--- src/rtl/sa_autosa_glb_intr_ctrl.sv ---
// sa_autosa_glb_intr_ctrl: GLB interrupt SET/STATUS fields, overflow tracking and host interrupt generation
//
// Captures 16 engine done pulses (sdp, cdp, pdp, bdma, rubik, cdma_dat, cdma_wt, cacc,
// each with group 0 and group 1) into pending status bits. It also applies software
// set and write-1-to-clear, and raises one level interrupt for any unmasked pending bit.
// After each deassertion, the interrupt stays low for at least HOLDOFF_CYC cycles.
//
// Ports:
//   autosa_core_clk   in   1   core clock
//   autosa_core_rstn  in   1   asynchronous active-low reset
//   src_done          in  16   per-source done pulses
//   src_mask          in  16   per-source interrupt mask (1 = masked)
//   set_trigger       in   1   write strobe for INTR_SET_0
//   status_trigger    in   1   write strobe for INTR_STATUS_0 (write-1-to-clear)
//   reg_wr_data       in  32   CSB write data (sources 0..9 -> bits 0..9, 10..15 -> bits 16..21)
//   status            out 16   pending bits
//   sw_set            out 16   pending bits raised by software
//   ovf               out 16   sticky per-source overflow
//   evt_cnt           out 16   saturating count of cycles carrying any hardware done
//   intr_out          out  1   level interrupt to the host
//
// Optional feature macro: SA_GLB_INTR_COALESCE_EN adds a WAIT state that holds off
// assertion until COALESCE_CYC cycles after the first unmasked pending bit.
module sa_autosa_glb_intr_ctrl #(
    parameter int HOLDOFF_CYC  = 4,
    parameter int COALESCE_CYC = 16
) (
    input  logic        autosa_core_clk,
    input  logic        autosa_core_rstn,
    input  logic [15:0] src_done,
    input  logic [15:0] src_mask,
    input  logic        set_trigger,
    input  logic        status_trigger,
    input  logic [31:0] reg_wr_data,
    output logic [15:0] status,
    output logic [15:0] sw_set,
    output logic [15:0] ovf,
    output logic [15:0] evt_cnt,
    output logic        intr_out
);

    // One counter serves both holdoff and coalesce, so size it for the larger load.
    localparam int CNT_MAX = (HOLDOFF_CYC > COALESCE_CYC) ? HOLDOFF_CYC : COALESCE_CYC;
    localparam int CNT_W   = $clog2(CNT_MAX + 1);

`ifdef SA_GLB_INTR_COALESCE_EN
    typedef enum logic [1:0] {ST_IDLE, ST_ASSERT, ST_HOLDOFF, ST_WAIT} state_t;
`else
    typedef enum logic [1:0] {ST_IDLE, ST_ASSERT, ST_HOLDOFF} state_t;
`endif

    logic [15:0]      r_status;
    logic [15:0]      r_sw_set;
    logic [15:0]      r_ovf;
    logic [15:0]      r_evt_cnt;
    logic             r_intr;
    state_t           r_state;
    logic [CNT_W-1:0] r_cnt;

    logic [15:0] w_wd;
    logic [15:0] w_sw_hit;
    logic [15:0] w_set;
    logic [15:0] w_clr;
    logic [15:0] w_ovf_new;
    logic        w_act;

    // The CSB field layout leaves a gap at bits 10..15, so the upper six sources start at bit 16.
    assign w_wd      = {reg_wr_data[21:16], reg_wr_data[9:0]};
    assign w_sw_hit  = {16{set_trigger}} & w_wd;
    assign w_set     = src_done | w_sw_hit;
    assign w_clr     = {16{status_trigger}} & w_wd;
    // A done that lands on an already-pending bit is lost unless software is clearing it now.
    assign w_ovf_new = src_done & r_status & ~w_clr;
    // The mask gates only the interrupt; status always captures.
    assign w_act     = |(r_status & ~src_mask);

    always_ff @(posedge autosa_core_clk or negedge autosa_core_rstn) begin
        if (!autosa_core_rstn) begin
            r_status  <= '0;
            r_sw_set  <= '0;
            r_ovf     <= '0;
            r_evt_cnt <= '0;
        end else begin
            r_status  <= w_set | (r_status & ~w_clr);
            r_sw_set  <= w_sw_hit | (r_sw_set & ~w_clr);
            r_ovf     <= w_ovf_new | (r_ovf & ~w_clr);
            r_evt_cnt <= (|src_done && r_evt_cnt != 16'hFFFF) ? r_evt_cnt + 16'd1 : r_evt_cnt;
        end
    end

    // intr_out is registered alongside the state, so it is high exactly while in ASSERT.
    always_ff @(posedge autosa_core_clk or negedge autosa_core_rstn) begin
        if (!autosa_core_rstn) begin
            r_state <= ST_IDLE;
            r_cnt   <= '0;
            r_intr  <= 1'b0;
        end else begin
            case (r_state)
                ST_IDLE: begin
`ifdef SA_GLB_INTR_COALESCE_EN
                    if (w_act) begin
                        r_state <= ST_WAIT;
                        r_cnt   <= CNT_W'(COALESCE_CYC - 1);
                    end
`else
                    if (w_act) begin
                        r_state <= ST_ASSERT;
                        r_intr  <= 1'b1;
                    end
`endif
                end
`ifdef SA_GLB_INTR_COALESCE_EN
                ST_WAIT: begin
                    // Later events do not restart the window; losing act abandons it.
                    if (!w_act) begin
                        r_state <= ST_IDLE;
                    end else if (r_cnt == '0) begin
                        r_state <= ST_ASSERT;
                        r_intr  <= 1'b1;
                    end else begin
                        r_cnt <= r_cnt - 1'b1;
                    end
                end
`endif
                ST_ASSERT: begin
                    // Masking every pending bit drops act just like a clear does.
                    if (!w_act) begin
                        r_state <= ST_HOLDOFF;
                        r_cnt   <= CNT_W'(HOLDOFF_CYC - 1);
                        r_intr  <= 1'b0;
                    end
                end
                ST_HOLDOFF: begin
                    if (r_cnt == '0) begin
                        r_state <= ST_IDLE;
                    end else begin
                        r_cnt <= r_cnt - 1'b1;
                    end
                end
                default: begin
                    r_state <= ST_IDLE;
                    r_intr  <= 1'b0;
                end
            endcase
        end
    end

    assign status   = r_status;
    assign sw_set   = r_sw_set;
    assign ovf      = r_ovf;
    assign evt_cnt  = r_evt_cnt;
    assign intr_out = r_intr;

endmodule

--- config.mk ---
export PLATFORM = sky130hd
export DESIGN_NAME = sa_autosa_glb_intr_ctrl
export DESIGN_NICKNAME = d
export VERILOG_FILES = /design/src/rtl/sa_autosa_glb_intr_ctrl.sv
export SDC_FILE = /design/constraint.sdc
export NUM_CORES = 1
export LEC_CHECK = 0
export ABC_CLOCK_PERIOD_IN_PS = 1900
export BUFFER_PORTS_ARGS = -buffer_cell sky130_fd_sc_hd__buf_2
export CAP_MARGIN = 10
export CORE_ASPECT_RATIO = 0.9
export CORE_MARGIN = 4
export CORE_UTILIZATION = 47
export CTS_CLUSTER_DIAMETER = 30
export CTS_CLUSTER_SIZE = 14
export DETAILED_ROUTE_END_ITERATION = 7
export PLACE_DENSITY = 0.79
export SLEW_MARGIN = 20
export SYNTH_ARGS = -nofsm -noshare
export SYNTH_HDL_FRONTEND = slang
export SYNTH_SLANG_ARGS = --single-unit
--- constraint.sdc ---
create_clock -name autosa_core_clk -period 1.9 [get_ports autosa_core_clk]
set_clock_uncertainty 0.05 [all_clocks]
set_input_delay 0.19 -clock autosa_core_clk [delete_from_list [all_inputs] [get_ports autosa_core_clk]]
set_output_delay 0.19 -clock autosa_core_clk [all_outputs]
set_load 0.01 [all_outputs]
==> impl_results.md <==
* Synth Warn # at 0
* Max-cap violations at 0
* Status: completed
* Global route total overflow at 0
* Worst r2r dst: r_cnt[2]
* Flop pwr share at 49.9%
* Max H-tree Level at 3
* GRT met2 Usage at between 30% and 40%
* 1st-pass router iterations at 4
* GRT Total Usage at 21.8%
* Antenna Cells at 0
* Critical Path End: r_cnt[2]
* DRT iter0 DRCs at between 100 and 150
* RSZ-0062 raised after global routing: false
* Hold WS at 0.0131 ns
* Worst-path clk slew at 0.07 ns
* VDD IR max at 0.612 mV
* Worst setup startpoint: status[13]
* Tcrit/Tclk final at between 90% and 100%
* Yosys cell types at 40
* Final core occ at 66.7%
* Final Power at between 3 and 4 mW
* Chip height at 84.8 um
* Clock root buffer: clkbuf_8
* R2r startpoint: status[13]
* CTS Buf Count at 9
* WL/cell at 16.1 um
* Setup Buffers After CTS at 0
* CP Launch Type: flop
* Worst Hold Class: in -> reg
* Register area share after synthesis at 58.6%
* Gate power share at 16.8%
* Insertion delay to the later sink of the worst-skew pair at 0.34 ns
* Setup CP Type: reg -> reg
* Syn Std Cell Area at 3080 um^2
* Flops & latches, synth at 72
* Initial antenna violation count at 0
* Drt drc at 0
* Leakage at between 1.5 and 2 nW
* NetSw at 1.01 mW
* Die area at 7910 um^2
* DP Cell Count at ~470
* Max Clock Freq at 0.579 GHz
* # setup viols final at 0
* Net Sw Frac at about 28%
* Routed WL at 8060 um
* Initial core utilization at 49.2%
* PD cells at 867 nW/um^2
* Post-synth ARST share at 100%
* Die W at 93.3 um
* Layout cells sized above 1 at 37.4%
* Core ar. at 6250 um^2
* Post-synth EDFFs at 0
* Final std cells w/o fill at 501
* Global Route met3 Usage at 8.87%
* Syn_area_per_cell at 11.6 um^2
* Via count at roughly 2700
* Post-layout minimum cycle time at approximately 1.7 ns
* Gpl congestion at 0.809
* Drt via density at 5.37
* Clock share of power at 33.3%
* Ys flop type: dfrtp_1
* Post-Syn Nets at ~340
* DRT antenna net count at 0
* R2r worst-path depth at 5
* Met1 Usage GRT at 27.3%
* Rows at 27
* Fillers at 500
* Fin Setup TNS at 0 ns
* Rel. slew slack at 60.2%
* GRT Max-Usage Layer: met2
* Final Hold Vio Count at 0
* CTS Buffer Depth at 2
* Worst endpoint required time at slightly above 2 ns
* Slew Limit Fails at 0
* Critical path arrival at 1.90 ns
* Sink Count at about 70
* Pint at between 2 and 3 mW
* Pin count of the biggest net entering global routing at 73
* Area delta synth->final at 35.4%
* Vias in the first global route at between 2000 and 3000
* I/O Pins at 133
* Maximum fanout along the worst path at 4
* First-pass GRT wire length at 13400 um
* Cells after Synth at 266
* Hold path startpoint: reg_wr_data[3]
* Least-Margin Pin Slew at 0.598 ns
* R2r setup slk at 0.17 ns
* # nets final at between 400 and 500
* CTS tree: done
* # port buffers at 116
* Worst setup EP type: flop
* Hpwl dp at 5740 um
[kinds of logic (layout without fill, tap and decap cells)]
kind of cell | after synthesis | in the layout | synth area share, %
adder cells (fa/ha/maj) | 3 | 3 | 1.14
buffers and inverters | 19 | 167 | 2.56
flip-flops | 72 | 72 | 58.6
XOR/XNOR | 13 | 13 | 3.70
multiplexers | 2 | 2 | 0.691
AND/OR/NAND/NOR | 78 | 78 | 14.5
AO/OA/AOI/OAI | 79 | 79 | 18.9
[layer usage]
metal  up-vias  wire, um
li1       1280         -
met1      1298      3410
met2       103      3930
met3         7       655
met4         0        70
met5         -         0
[area by class of cell]
| type | count | area (um^2) | share of cell area, % |
|---|---|---|---|
| inverters | 12 | 45.0 | 1.08 |
| flip-flops and latches | 72 | 1800 | 43.2 |
| clock buffers | 11 | 141 | 3.39 |
| multi-input cells | 175 | 1200 | 28.9 |
| well taps | 87 | 109 | 2.61 |
| clock inverters | 5 | 56.3 | 1.35 |
| repair buffers | 139 | 808 | 19.4 |
[worst max-delay path, stage by stage (launching register included)]
cell and delay (ns):
dfrtp_1 0.44, nand2b_1 0.11, o2111ai_1 0.14, nor4_2 0.33, nand3_1 0.16, a311o_1 0.37
[per-stage QoR]
step	setup WS, ns	instance area, um^2
detailed placement	0.0949	3840
floorplan	0.172	3080
CTS	0.121	4160
global route	0.0131	4170
finish	0.173	4170
global placement	0.118	3840
[power by group through the flow]
stage,clock (mW),combinational (mW),sequential [mW]
final,1.20,0.607,1.80
after CTS,1.23,0.611,1.80
after floorplan,0,0.183,1.90
after global placement,0,0.572,1.83
after detailed placement,0,0.593,1.83
after global routing,1.31,0.671,1.82
[registers in the layout (all words and copies together) (netlist names)]
register and flops:
ovf 16, status 16, intr_out 1, evt_cnt 16, r_state 2, sw_set 16
r_cnt 5
[cell usage after synthesis (2+ instances only)]
cell | number | area share, %
inv_1 | 8 | 0.98
nand3_1 | 4 | 0.65
nand4_1 | 4 | 0.81
nor4_1 | 4 | 0.81
nor4_2 | 5 | 2.0
nand2b_1 | 13 | 2.6
o2111ai_1 | 4 | 1.1
nand2_1 | 27 | 3.3
xnor2_1 | 7 | 2.0
nor3_2 | 2 | 0.65
a221o_1 | 16 | 5.2
nor2_1 | 9 | 1.1
dfrtp_1 | 72 | 59
a21oi_1 | 34 | 5.5
inv_2 | 3 | 0.37
ha_1 | 2 | 0.81
xor2_1 | 6 | 1.7
a22o_1 | 16 | 4.6
nor3b_1 | 2 | 0.49
nor3_1 | 3 | 0.49
clkbuf_1 | 6 | 0.73
[worst min path at each step]
stage / endpoint / slack [ns] / depth (start not counted)
after floorplan: evt_cnt[0] / -0.16 / 0
after global placement: sw_set[2] / 0.20 / 2
after detailed placement: evt_cnt[15] / 0.20 / 2
after CTS: ovf[3] / 0.001 / 2
after global routing: ovf[3] / 0.005 / 2
final: ovf[3] / 0.01 / 2
[placed cells by master, fill, tap and decap left out, types with 10 or more instances in the layout]
master,n
a21oi_1,34
buf_2,116
nand2_1,27
a22o_1,16
nand2b_1,13
clkbuf_8,10
a221o_1,16
dfrtp_1,72
dlygate4sd3_1,12
[what timing repair did]
action | in CTS | in global routing
endpoints found under the hold margin | 83 | 0
hold buffers | 12 | 0
resized for setup | 0 | 1
endpoints found under the setup margin | 0 | 2
No activity file was read; power rests on OpenSTA's default activity.
